**src/rtl/muldiv_sequencer_if.sv**
```systemverilog
// Bundle between the EX stage, the hazard unit, the mult/div units and the
// sequencer. Handshake: a request is taken in IDLE when (start_mult_E |
// start_div_E) & !flush_E & !abort_i; the units see a one-cycle start pulse,
// the multiplier answers after a fixed latency, the divider with a one-cycle
// div_done pulse; the sequencer answers the pipeline with a one-cycle
// result_valid_o while stall_o holds the pipeline until then.
interface muldiv_sequencer_if #(
    parameter int DATA_WIDTH = 32
);
    logic                  start_mult_E;
    logic                  start_div_E;
    logic [1:0]            mult_func_E;
    logic [1:0]            div_func_E;
    logic [4:0]            rd_E;
    logic                  flush_E;
    logic                  abort_i;
    logic                  mult_start;
    logic [1:0]            mult_func;
    logic [DATA_WIDTH-1:0] mult_result;
    logic                  div_start;
    logic [1:0]            div_func;
    logic                  div_done;
    logic [DATA_WIDTH-1:0] div_result;
    logic                  stall_o;
    logic                  result_valid_o;
    logic [DATA_WIDTH-1:0] result_o;
    logic [4:0]            result_rd_o;
    logic                  busy_o;
    logic                  err_o;
    logic [1:0]            state_dbg;

    // Sequencer side
    modport master (
        input  start_mult_E, start_div_E, mult_func_E, div_func_E, rd_E,
        input  flush_E, abort_i, mult_result, div_done, div_result,
        output mult_start, mult_func, div_start, div_func,
        output stall_o, result_valid_o, result_o, result_rd_o, busy_o, err_o,
        output state_dbg
    );

    // Pipeline / unit side
    modport slave (
        output start_mult_E, start_div_E, mult_func_E, div_func_E, rd_E,
        output flush_E, abort_i, mult_result, div_done, div_result,
        input  mult_start, mult_func, div_start, div_func,
        input  stall_o, result_valid_o, result_o, result_rd_o, busy_o, err_o,
        input  state_dbg
    );
endinterface

```
**src/rtl/muldiv_sequencer.sv**
```systemverilog
// Issues start pulses to the multi-cycle multiplier/divider for the EX
// instruction, stalls the pipeline while the unit works, and presents the
// captured result with its destination register for one cycle.
module muldiv_sequencer #(
    parameter int DATA_WIDTH  = 32,
    parameter int MULT_CYCLES = 4,
    parameter int DIV_TIMEOUT = 64,
    parameter int CNT_WIDTH   = 7
) (
    input  logic                clk,
    input  logic                rst_n,
    muldiv_sequencer_if.master  bus
);
    typedef enum logic [1:0] {
        IDLE     = 2'd0,
        MUL_WAIT = 2'd1,
        DIV_WAIT = 2'd2,
        DONE     = 2'd3
    } state_t;

    localparam logic [CNT_WIDTH-1:0] MUL_LOAD  = CNT_WIDTH'(MULT_CYCLES);
    localparam logic [CNT_WIDTH-1:0] DIV_LIMIT = CNT_WIDTH'(DIV_TIMEOUT);
    localparam logic [CNT_WIDTH-1:0] CNT_ONE   = CNT_WIDTH'(1);

    state_t                state;
    logic [CNT_WIDTH-1:0]  cnt;
    logic [CNT_WIDTH-1:0]  cnt_inc;
    logic                  req_ok;
    logic                  mult_start_q;
    logic                  div_start_q;
    logic [1:0]            mult_func_q;
    logic [1:0]            div_func_q;
    logic                  valid_q;
    logic [DATA_WIDTH-1:0] result_q;
    logic [4:0]            rd_q;
    logic                  err_q;

    // Abort in IDLE suppresses acceptance just like a flush; the reset term
    // keeps stall_o low while rst_n is asserted whatever the inputs do.
    assign req_ok  = rst_n & (bus.start_mult_E | bus.start_div_E) &
                     ~bus.flush_E & ~bus.abort_i;
    assign cnt_inc = cnt + CNT_ONE;

    // Single FSM: request capture, unit sequencing, result capture, timeout
    always_ff @(posedge clk or negedge rst_n) begin
        if (!rst_n) begin
            state        <= IDLE;
            cnt          <= '0;
            mult_start_q <= 1'b0;
            div_start_q  <= 1'b0;
            mult_func_q  <= '0;
            div_func_q   <= '0;
            valid_q      <= 1'b0;
            result_q     <= '0;
            rd_q         <= '0;
            err_q        <= 1'b0;
        end else begin
            mult_start_q <= 1'b0;
            div_start_q  <= 1'b0;
            valid_q      <= 1'b0;
            case (state)
                IDLE: begin
                    if (req_ok) begin
                        rd_q <= bus.rd_E;
                        // Both starts high is an illegal decode; multiply wins
                        if (bus.start_mult_E) begin
                            mult_func_q  <= bus.mult_func_E;
                            mult_start_q <= 1'b1;
                            cnt          <= MUL_LOAD;
                            state        <= MUL_WAIT;
                        end else begin
                            div_func_q  <= bus.div_func_E;
                            div_start_q <= 1'b1;
                            cnt         <= '0;
                            state       <= DIV_WAIT;
                        end
                    end
                end
                MUL_WAIT: begin
                    if (bus.abort_i) begin
                        state <= IDLE;
                    end else if (cnt == '0) begin
                        result_q <= bus.mult_result;
                        valid_q  <= 1'b1;
                        state    <= DONE;
                    end else begin
                        cnt <= cnt - CNT_ONE;
                    end
                end
                DIV_WAIT: begin
                    if (bus.abort_i) begin
                        state <= IDLE;
                    end else if (bus.div_done) begin
                        result_q <= bus.div_result;
                        valid_q  <= 1'b1;
                        state    <= DONE;
                    end else if (cnt_inc == DIV_LIMIT) begin
                        // Divider never answered: return all ones, flag it
                        cnt      <= cnt_inc;
                        err_q    <= 1'b1;
                        result_q <= '1;
                        valid_q  <= 1'b1;
                        state    <= DONE;
                    end else begin
                        cnt <= cnt_inc;
                    end
                end
                DONE: begin
                    // EX still holds the same instruction; do not re-accept it
                    state <= IDLE;
                end
                default: state <= IDLE;
            endcase
        end
    end

    assign bus.mult_start     = mult_start_q;
    assign bus.mult_func      = mult_func_q;
    assign bus.div_start      = div_start_q;
    assign bus.div_func       = div_func_q;
    assign bus.result_valid_o = valid_q;
    assign bus.result_o       = result_q;
    assign bus.result_rd_o    = rd_q;
    assign bus.err_o          = err_q;
    assign bus.busy_o         = (state != IDLE);
    assign bus.state_dbg      = state;
    assign bus.stall_o        = (state == MUL_WAIT) | (state == DIV_WAIT) |
                                ((state == IDLE) & req_ok);
endmodule

```
**src/flat_wrapper.sv**
```systemverilog
// flat-port wrapper written by rule: the top's interface ports become plain ports
module muldiv_sequencer_flat 
#(
    parameter int DATA_WIDTH  = 32,
    parameter int MULT_CYCLES = 4,
    parameter int DIV_TIMEOUT = 64,
    parameter int CNT_WIDTH   = 7
)
  (clk, rst_n, bus_start_mult_E, bus_start_div_E, bus_mult_func_E, bus_div_func_E, bus_rd_E, bus_flush_E, bus_abort_i, bus_mult_result, bus_div_done, bus_div_result, bus_mult_start, bus_mult_func, bus_div_start, bus_div_func, bus_stall_o, bus_result_valid_o, bus_result_o, bus_result_rd_o, bus_busy_o, bus_err_o, bus_state_dbg);
  muldiv_sequencer_if #(.DATA_WIDTH(DATA_WIDTH)) bus_i ();
  input  logic clk;
  input  logic rst_n;
  input wire logic [$bits(bus_i.start_mult_E)-1:0] bus_start_mult_E;
  input wire logic [$bits(bus_i.start_div_E)-1:0] bus_start_div_E;
  input wire logic [$bits(bus_i.mult_func_E)-1:0] bus_mult_func_E;
  input wire logic [$bits(bus_i.div_func_E)-1:0] bus_div_func_E;
  input wire logic [$bits(bus_i.rd_E)-1:0] bus_rd_E;
  input wire logic [$bits(bus_i.flush_E)-1:0] bus_flush_E;
  input wire logic [$bits(bus_i.abort_i)-1:0] bus_abort_i;
  input wire logic [$bits(bus_i.mult_result)-1:0] bus_mult_result;
  input wire logic [$bits(bus_i.div_done)-1:0] bus_div_done;
  input wire logic [$bits(bus_i.div_result)-1:0] bus_div_result;
  output wire logic [$bits(bus_i.mult_start)-1:0] bus_mult_start;
  output wire logic [$bits(bus_i.mult_func)-1:0] bus_mult_func;
  output wire logic [$bits(bus_i.div_start)-1:0] bus_div_start;
  output wire logic [$bits(bus_i.div_func)-1:0] bus_div_func;
  output wire logic [$bits(bus_i.stall_o)-1:0] bus_stall_o;
  output wire logic [$bits(bus_i.result_valid_o)-1:0] bus_result_valid_o;
  output wire logic [$bits(bus_i.result_o)-1:0] bus_result_o;
  output wire logic [$bits(bus_i.result_rd_o)-1:0] bus_result_rd_o;
  output wire logic [$bits(bus_i.busy_o)-1:0] bus_busy_o;
  output wire logic [$bits(bus_i.err_o)-1:0] bus_err_o;
  output wire logic [$bits(bus_i.state_dbg)-1:0] bus_state_dbg;
  assign bus_i.start_mult_E = bus_start_mult_E;
  assign bus_i.start_div_E = bus_start_div_E;
  assign bus_i.mult_func_E = bus_mult_func_E;
  assign bus_i.div_func_E = bus_div_func_E;
  assign bus_i.rd_E = bus_rd_E;
  assign bus_i.flush_E = bus_flush_E;
  assign bus_i.abort_i = bus_abort_i;
  assign bus_i.mult_result = bus_mult_result;
  assign bus_i.div_done = bus_div_done;
  assign bus_i.div_result = bus_div_result;
  assign bus_mult_start = bus_i.mult_start;
  assign bus_mult_func = bus_i.mult_func;
  assign bus_div_start = bus_i.div_start;
  assign bus_div_func = bus_i.div_func;
  assign bus_stall_o = bus_i.stall_o;
  assign bus_result_valid_o = bus_i.result_valid_o;
  assign bus_result_o = bus_i.result_o;
  assign bus_result_rd_o = bus_i.result_rd_o;
  assign bus_busy_o = bus_i.busy_o;
  assign bus_err_o = bus_i.err_o;
  assign bus_state_dbg = bus_i.state_dbg;
  muldiv_sequencer #(.DATA_WIDTH(DATA_WIDTH), .MULT_CYCLES(MULT_CYCLES), .DIV_TIMEOUT(DIV_TIMEOUT), .CNT_WIDTH(CNT_WIDTH)) u_core (.clk(clk), .rst_n(rst_n), .bus(bus_i));
endmodule
```
**config.mk**
```make
export PLATFORM = sky130hd
export DESIGN_NAME = muldiv_sequencer_flat
export DESIGN_NICKNAME = d
export VERILOG_FILES = /design/src/rtl/muldiv_sequencer_if.sv /design/src/rtl/muldiv_sequencer.sv /design/src/flat_wrapper.sv
export SDC_FILE = /design/constraint.sdc
export NUM_CORES = 1
export LEC_CHECK = 0
export BUFFER_PORTS_ARGS = -buffer_cell sky130_fd_sc_hd__buf_2
export CAP_MARGIN = 15
export CORE_MARGIN = 2
export CORE_UTILIZATION = 51
export DETAILED_ROUTE_END_ITERATION = 16
export GPL_ROUTABILITY_DRIVEN = 0
export HOLD_SLACK_MARGIN = 0.05
export PLACE_DENSITY = 0.82
export SLEW_MARGIN = 20
export SYNTH_ARGS = -nofsm -noshare
export SYNTH_HDL_FRONTEND = slang
export SYNTH_SLANG_ARGS = --single-unit
```
**constraint.sdc**
```tcl
create_clock -name clk -period 4.4 [get_ports clk]
set_input_delay 1.32 -clock clk [delete_from_list [all_inputs] [get_ports clk]]
set_output_delay 1.32 -clock clk [all_outputs]
set_load 0.005 [all_outputs]
```
==> metrics.cfg, run 1 <==
[logic_synthesis]
ys_top_cells_by_area=dfrtp_1, mux2i_1, o22ai_1, inv_1, mux2_2
synth_edf_count=0
async_flop_share_pct=100
synth_warnings=0
synth.top_cell.area_share_pct=45.5
synthDistinctLibCells=46
synth_largest_area_cell=dfrtp_1
synthCells=288
ys_ff_latch=54
syn_nets=375
synthFlopType=dfrtp_1
ys_seq_area_share_pct=45.5
syn_area_per_cell_um2=10.3
synth.cell_area_um2=2970

[clock_tree]
insertion_delay_ns=0.31
htreeDepth=2
cts_hold_buf=0
cts_resized=0
cts_root_buf=clkbuf_8
clock_sinks=54
clk_path_buf_depth=2
tritoncts=built
cts_made_buffers=5
clk_pin_slew_ns=0.10
cts_setup_buffers=0

[route]
ant_nets=0
remaining_drc_errors=0
dr.pass1.iters=4
wl_um=6970
first_iter_violations=232
num_vias=2573
avgViaCountPerCell=5.35
wl_per_cell_um=14.5

[place]
post-dp-hpwl_um=5120
io_buffers=128

[hold_path]
whs_endpoint=u_core.bus.err_o$_DFFE_PN0P_
hold_path_class=reg -> reg
min_path_cells=2
hold_start=u_core.bus.err_o$_DFFE_PN0P_

[global_route]
grt_use_total_pct=22.5
grt_first_pass_wirelength_um=11200
grt_pass1_vias=2472
grt_max_degree=55
antenna_found_initial=0
grt_overflow=0

[floorplan]
die_area_um2=6450
fp.dieW_um=80.3
core-area_um2=5570
rows=27
die_h_um=80.3
start_util_pct=53.3
ios=129

[run_status]
status=finished, final reports clean

[worst_setup_path]
critPathKind=in -> out
path_max_fanout=7
worstReg2RegStart=u_core.cnt[3]$_DFFE_PN0P_
rr_endpoint=u_core.bus.result_o[13]$_DFFE_PN0P_
cp.required_ns=3.08
ff2ff_setup_slack_ns=1.71
cp-end-kind=primary output
reg2reg_depth=6
cp-start-kind=input port
arrival_ns=2.61

[sta]
finClkSkew_ns=0.0159
setup_viol=0
clock.fmax_ghz=0.255
period_share_pct=89.2
finalSetupTns_ns=0
final_max_slew_viol_count=0
rsz0062_at_grt=false
maxSlewHeadroom_pct=55.8
hold_viol=0
tightest_slew_ns=0.664
period_minus_slack_ns=3.93

[power_and_ir_drop]
power_density_nw_per_um2=651
p_leak_uw=0.00188
irDropWorstVdd_uv=360

[finish]
drive_gt1_share_pct=39.1
mostFrequentLayoutCell=buf_2
synthToLayoutAreaGrowth_pct=25.5
utilization_pct=66.9
antennaDiodeCount=0
final_nets=495
final_cell_mix=buf_2, dfrtp_1, inv_1, o22ai_1, mux2i_1

[run]
drv_cap=0

## state kept, by name (all words and copies together) (netlist names), 2 cells and up
| signal | count |
|---|---|
| u_core.bus.div_func | 2 |
| u_core.bus.mult_func | 2 |
| u_core.bus.result_o | 32 |
| u_core.bus.result_rd_o | 5 |
| u_core.bus.state_dbg | 2 |
| u_core.cnt | 7 |
## cells by family (layout without fill, tap and decap cells)
family | after synthesis | after routing | synth area share (%)
AND/OR/NAND/NOR | 49 | 49 | 8.51
multiplexers | 46 | 46 | 16.2
adder cells (fa/ha/maj) | 7 | 7 | 2.95
buffers and inverters | 59 | 180 | 9.01
AO/OA/AOI/OAI | 69 | 69 | 16.7
XOR/XNOR | 4 | 4 | 1.18
flip-flops | 54 | 54 | 45.5
## worst max-delay path: stages
cell	delay [ns]
buf_2	0.14
or3b_1	0.43
or3_1	0.49
nand2b_1	0.11
buf_2	0.11
## metal layers
| metal | share of wire [%] | track usage (%) | wire [µm] |
|---|---|---|---|
| met1 | 42 | 28.5 | 2920 |
| met2 | 50 | 38.2 | 3520 |
| met3 | 5.4 | 3.37 | 375 |
| met4 | 2.3 | 9.66 | 162 |
| met5 | 0 | 0 | 0 |
## report_power, final
group          total, µW  switching (µW)  internal [µW]
clock                341             168            173
combinational       1220             642            574
sequential           873             159            714
## Yosys cell counts, drive strengths merged, types with 2 or more instances
cell type and instances:
nand2b 6, o21a 3, mux2 14, inv 41
a21oi 4, o21ai 12, dfrtp 54, xor2 4
a221oi 3, o22ai 34, nor3 4, buf 7
nor2 12, a21boi 2, a31oi 2, or4 2
or3 2, nand2 11, clkbuf 11, ha 7
nand3 6, mux2i 32
## how the worst max path moves through the flow
| stage | from | endpoint | slack (ns) | cells after the start |
|---|---|---|---|---|
| after CTS | bus_abort_i | bus_stall_o | 0.47 | 5 |
| after floorplan | bus_abort_i | bus_stall_o | 0.75 | 4 |
| after global placement | bus_abort_i | bus_stall_o | 0.51 | 5 |
| after global routing | bus_abort_i | bus_stall_o | 0.42 | 5 |
| final | bus_abort_i | bus_stall_o | 0.47 | 5 |
| after detailed placement | bus_abort_i | bus_stall_o | 0.48 | 5 |
## metrics by stage
step                      total power (µW)  area, µm²  hold WS, ns  std cells  worst slack, ns
final                                 2430       3730        0.488        481            0.473
after global routing                  2620       3730        0.500        481            0.417
after CTS                             2440       3730        0.488        481            0.473
after detailed placement              2100       3610        0.464        473            0.477
after global placement                2040       3610        0.451        473            0.510
after floorplan                       1700       2970        0.460        288            0.750
## area by class of cell
type                       count  area, µm²
timing repair buffer         131        663
multi-input combinational    175       1360
tap                           72       90.1
fill                         452       1840
clock inverter                 3       47.5
clock buffer                   5       68.8
sequential                    54       1350
inverter                      41        154
Note: power is estimated with default switching activity, not from simulation.
==> run 2, diff against run 1 <==
--- a/config.mk
+++ b/config.mk
@@ -5,14 +5,15 @@
 export SDC_FILE = /design/constraint.sdc
 export NUM_CORES = 1
 export LEC_CHECK = 0
-export BUFFER_PORTS_ARGS = -buffer_cell sky130_fd_sc_hd__buf_2
 export CAP_MARGIN = 15
+export CORE_ASPECT_RATIO = 0.6
 export CORE_MARGIN = 2
-export CORE_UTILIZATION = 51
+export CORE_UTILIZATION = 68
 export DETAILED_ROUTE_END_ITERATION = 16
+export DONT_BUFFER_PORTS = 1
 export GPL_ROUTABILITY_DRIVEN = 0
 export HOLD_SLACK_MARGIN = 0.05
-export PLACE_DENSITY = 0.82
+export PLACE_DENSITY = 0.81
 export SLEW_MARGIN = 20
 export SYNTH_ARGS = -nofsm -noshare
 export SYNTH_HDL_FRONTEND = slang
==> metrics.cfg, run 2 (synthesized netlist as in run 1, its figures left out) <==
[clock_tree]
cts_setup_buffers=0  ; unchanged
clk_path_buf_depth=2  ; unchanged
cts_root_buf=clkbuf_8
cts_resized=0  ; unchanged
clock_sinks=54  ; unchanged
tritoncts=built
cts_hold_buf=0  ; unchanged
htreeDepth=2  ; unchanged
clk_pin_slew_ns=0.09  ; about the same
cts_made_buffers=5  ; unchanged
insertion_delay_ns=0.31  ; about the same

[place]
post-dp-hpwl_um=4650  ; -9.3%
io_buffers=0  ; -100%
post-place-ws_ns=0.720  ; +0.243 ns

[route]
first_iter_violations=155  ; -33%
remaining_drc_errors=0  ; unchanged
wl_per_cell_um=18.4  ; +27%
wl_um=6270  ; -10%
dr.pass1.iters=5  ; +1
ant_nets=0  ; unchanged
num_vias=2124  ; -17%
avgViaCountPerCell=6.25  ; +17%

[sta]
hold_viol=0  ; unchanged
setup_slack_ns=0.712  ; +0.239 ns
rsz0062_at_grt=false
period_minus_slack_ns=3.69  ; -0.239 ns
maxSlewHeadroom_pct=37.2  ; -19 points
finalSetupTns_ns=0  ; unchanged
finClkSkew_ns=0.00465  ; -0.0112 ns
tightest_slew_ns=0.940  ; +0.276 ns
clock.fmax_ghz=0.271  ; +6.5%
final_max_slew_viol_count=0  ; unchanged
period_share_pct=83.8  ; -5.4 points
setup_viol=0  ; unchanged
whs_ns=0.515  ; +0.0272 ns

[worst_setup_path]
cp.required_ns=3.08  ; about the same
critPathKind=in -> out
cp-end-kind=primary output
arrival_ns=2.37  ; -0.24 ns
worst-path-buf-inv=0  ; -2
slowest_stage=or3_1
path_max_fanout=7  ; unchanged
path_cells=or3b_1 -> or3_1 -> nand2b_1
max_stage_delay_ns=0.50  ; about the same
cpLargestDelayFamily=simple AND/OR/NAND/NOR gates
cp-start-kind=input port

[finish]
largest_register_ffs=32  ; unchanged
final_cell_mix=dfrtp_1, inv_1, o22ai_1, mux2i_1, mux2_2
final_nets=366  ; -26%
drive_gt1_share_pct=10.4  ; -29 points
utilization_pct=73.2  ; +6.3 points
mostFrequentLayoutCell=dfrtp_1
synthToLayoutAreaGrowth_pct=2.11
n_fill_cell=308  ; -32%
antennaDiodeCount=0  ; unchanged

[floorplan]
start_util_pct=71.7  ; +18 points
die_h_um=55.2  ; -31%
rows=18  ; -33%
fp.dieW_um=89.3  ; +11%
ios=129  ; unchanged
die_area_um2=4930  ; -24%
core-area_um2=4140  ; -26%

[power_and_ir_drop]
p_leak_uw=0.00136  ; -27%
power_density_nw_per_um2=708  ; +8.6%
irDropWorstVdd_uv=357  ; -0.80%

[global_route]
grt_pass1_vias=2027  ; -18%
grt_use_total_pct=25.8  ; +3.3 points
grt_first_pass_wirelength_um=9740  ; -13%
antenna_found_initial=0  ; unchanged
grt_overflow=0  ; unchanged
grt_max_degree=56  ; +1.8%

[hold_path]
hold_path_class=reg -> reg

[run_status]
status=finished, final reports clean

[run]
drv_cap=0  ; unchanged

-- run 2: routing by layer --
metal  vias up  track usage (%)  part of all wire, %
met5         -                0                    0
met4         0             7.04                  1.3
met3         9             9.87                   11
met2       132             36.7                   44
met1       991             37.2                   44
li1        992                -                    -
-- run 2: stage by stage --
step | instance area, µm² | total power [µW] | instances
6_report | 3030 | 2150 | 340
5_1_grt | 3030 | 2310 | 340
4_1_cts | 3030 | 2150 | 340
3_5_place_dp | 2950 | 1880 | 332
3_3_place_gp | 2950 | 1830 | 332
2_1_floorplan | 2970 | 1700 | 288
-- run 2: cell type report --
type	instances	area, µm²	share of cell area (%)
Sequential cell	54	1350	44.5
Timing Repair Buffer	2	15.0	0.495
Multi-Input combinational cell	175	1350	44.6
Tap cell	60	75.1	2.47
Clock inverter	2	13.8	0.454
Clock buffer	6	72.6	2.39
Inverter	41	154	5.07
-- run 2: worst paths after layout --
check                      cells past startpoint                             endpoint  slack, ns                    startpoint
setup / recovery                               3                          bus_stall_o       0.71                   bus_abort_i
hold / removal                                 2         u_core.bus.err_o$_DFFE_PN0P_       0.52  u_core.bus.err_o$_DFFE_PN0P_
hold reg to reg                                2         u_core.bus.err_o$_DFFE_PN0P_       0.52  u_core.bus.err_o$_DFFE_PN0P_
min in group asynchronous                      0  u_core.bus.result_o[24]$_DFFE_PN0P_       0.70                         rst_n
setup reg to reg                               7  u_core.bus.result_o[30]$_DFFE_PN0P_       1.62     u_core.cnt[1]$_DFFE_PN0P_
max in group asynchronous                      0  u_core.bus.result_o[14]$_DFFE_PN0P_       3.62                         rst_n
-- run 2: worst reg2reg max path: cells and delay by family, from the launching register on --
kind                     cells  cell delay [ns]
AO/OA/AOI/OAI                2             0.59
adder cells (fa/ha/maj)      1             0.28
multiplexers                 1             0.35
buffers and inverters        1             0.48
flip-flops                   1             0.54
AND/OR/NAND/NOR              2             0.44
-- run 2: where the power goes --
| part | switching, µW | total (µW) | internal, µW |
|---|---|---|---|
| clock network | 160 | 273 | 113 |
| logic | 517 | 936 | 419 |
| registers | 223 | 939 | 716 |
| total | 900 | 2150 | 1250 |
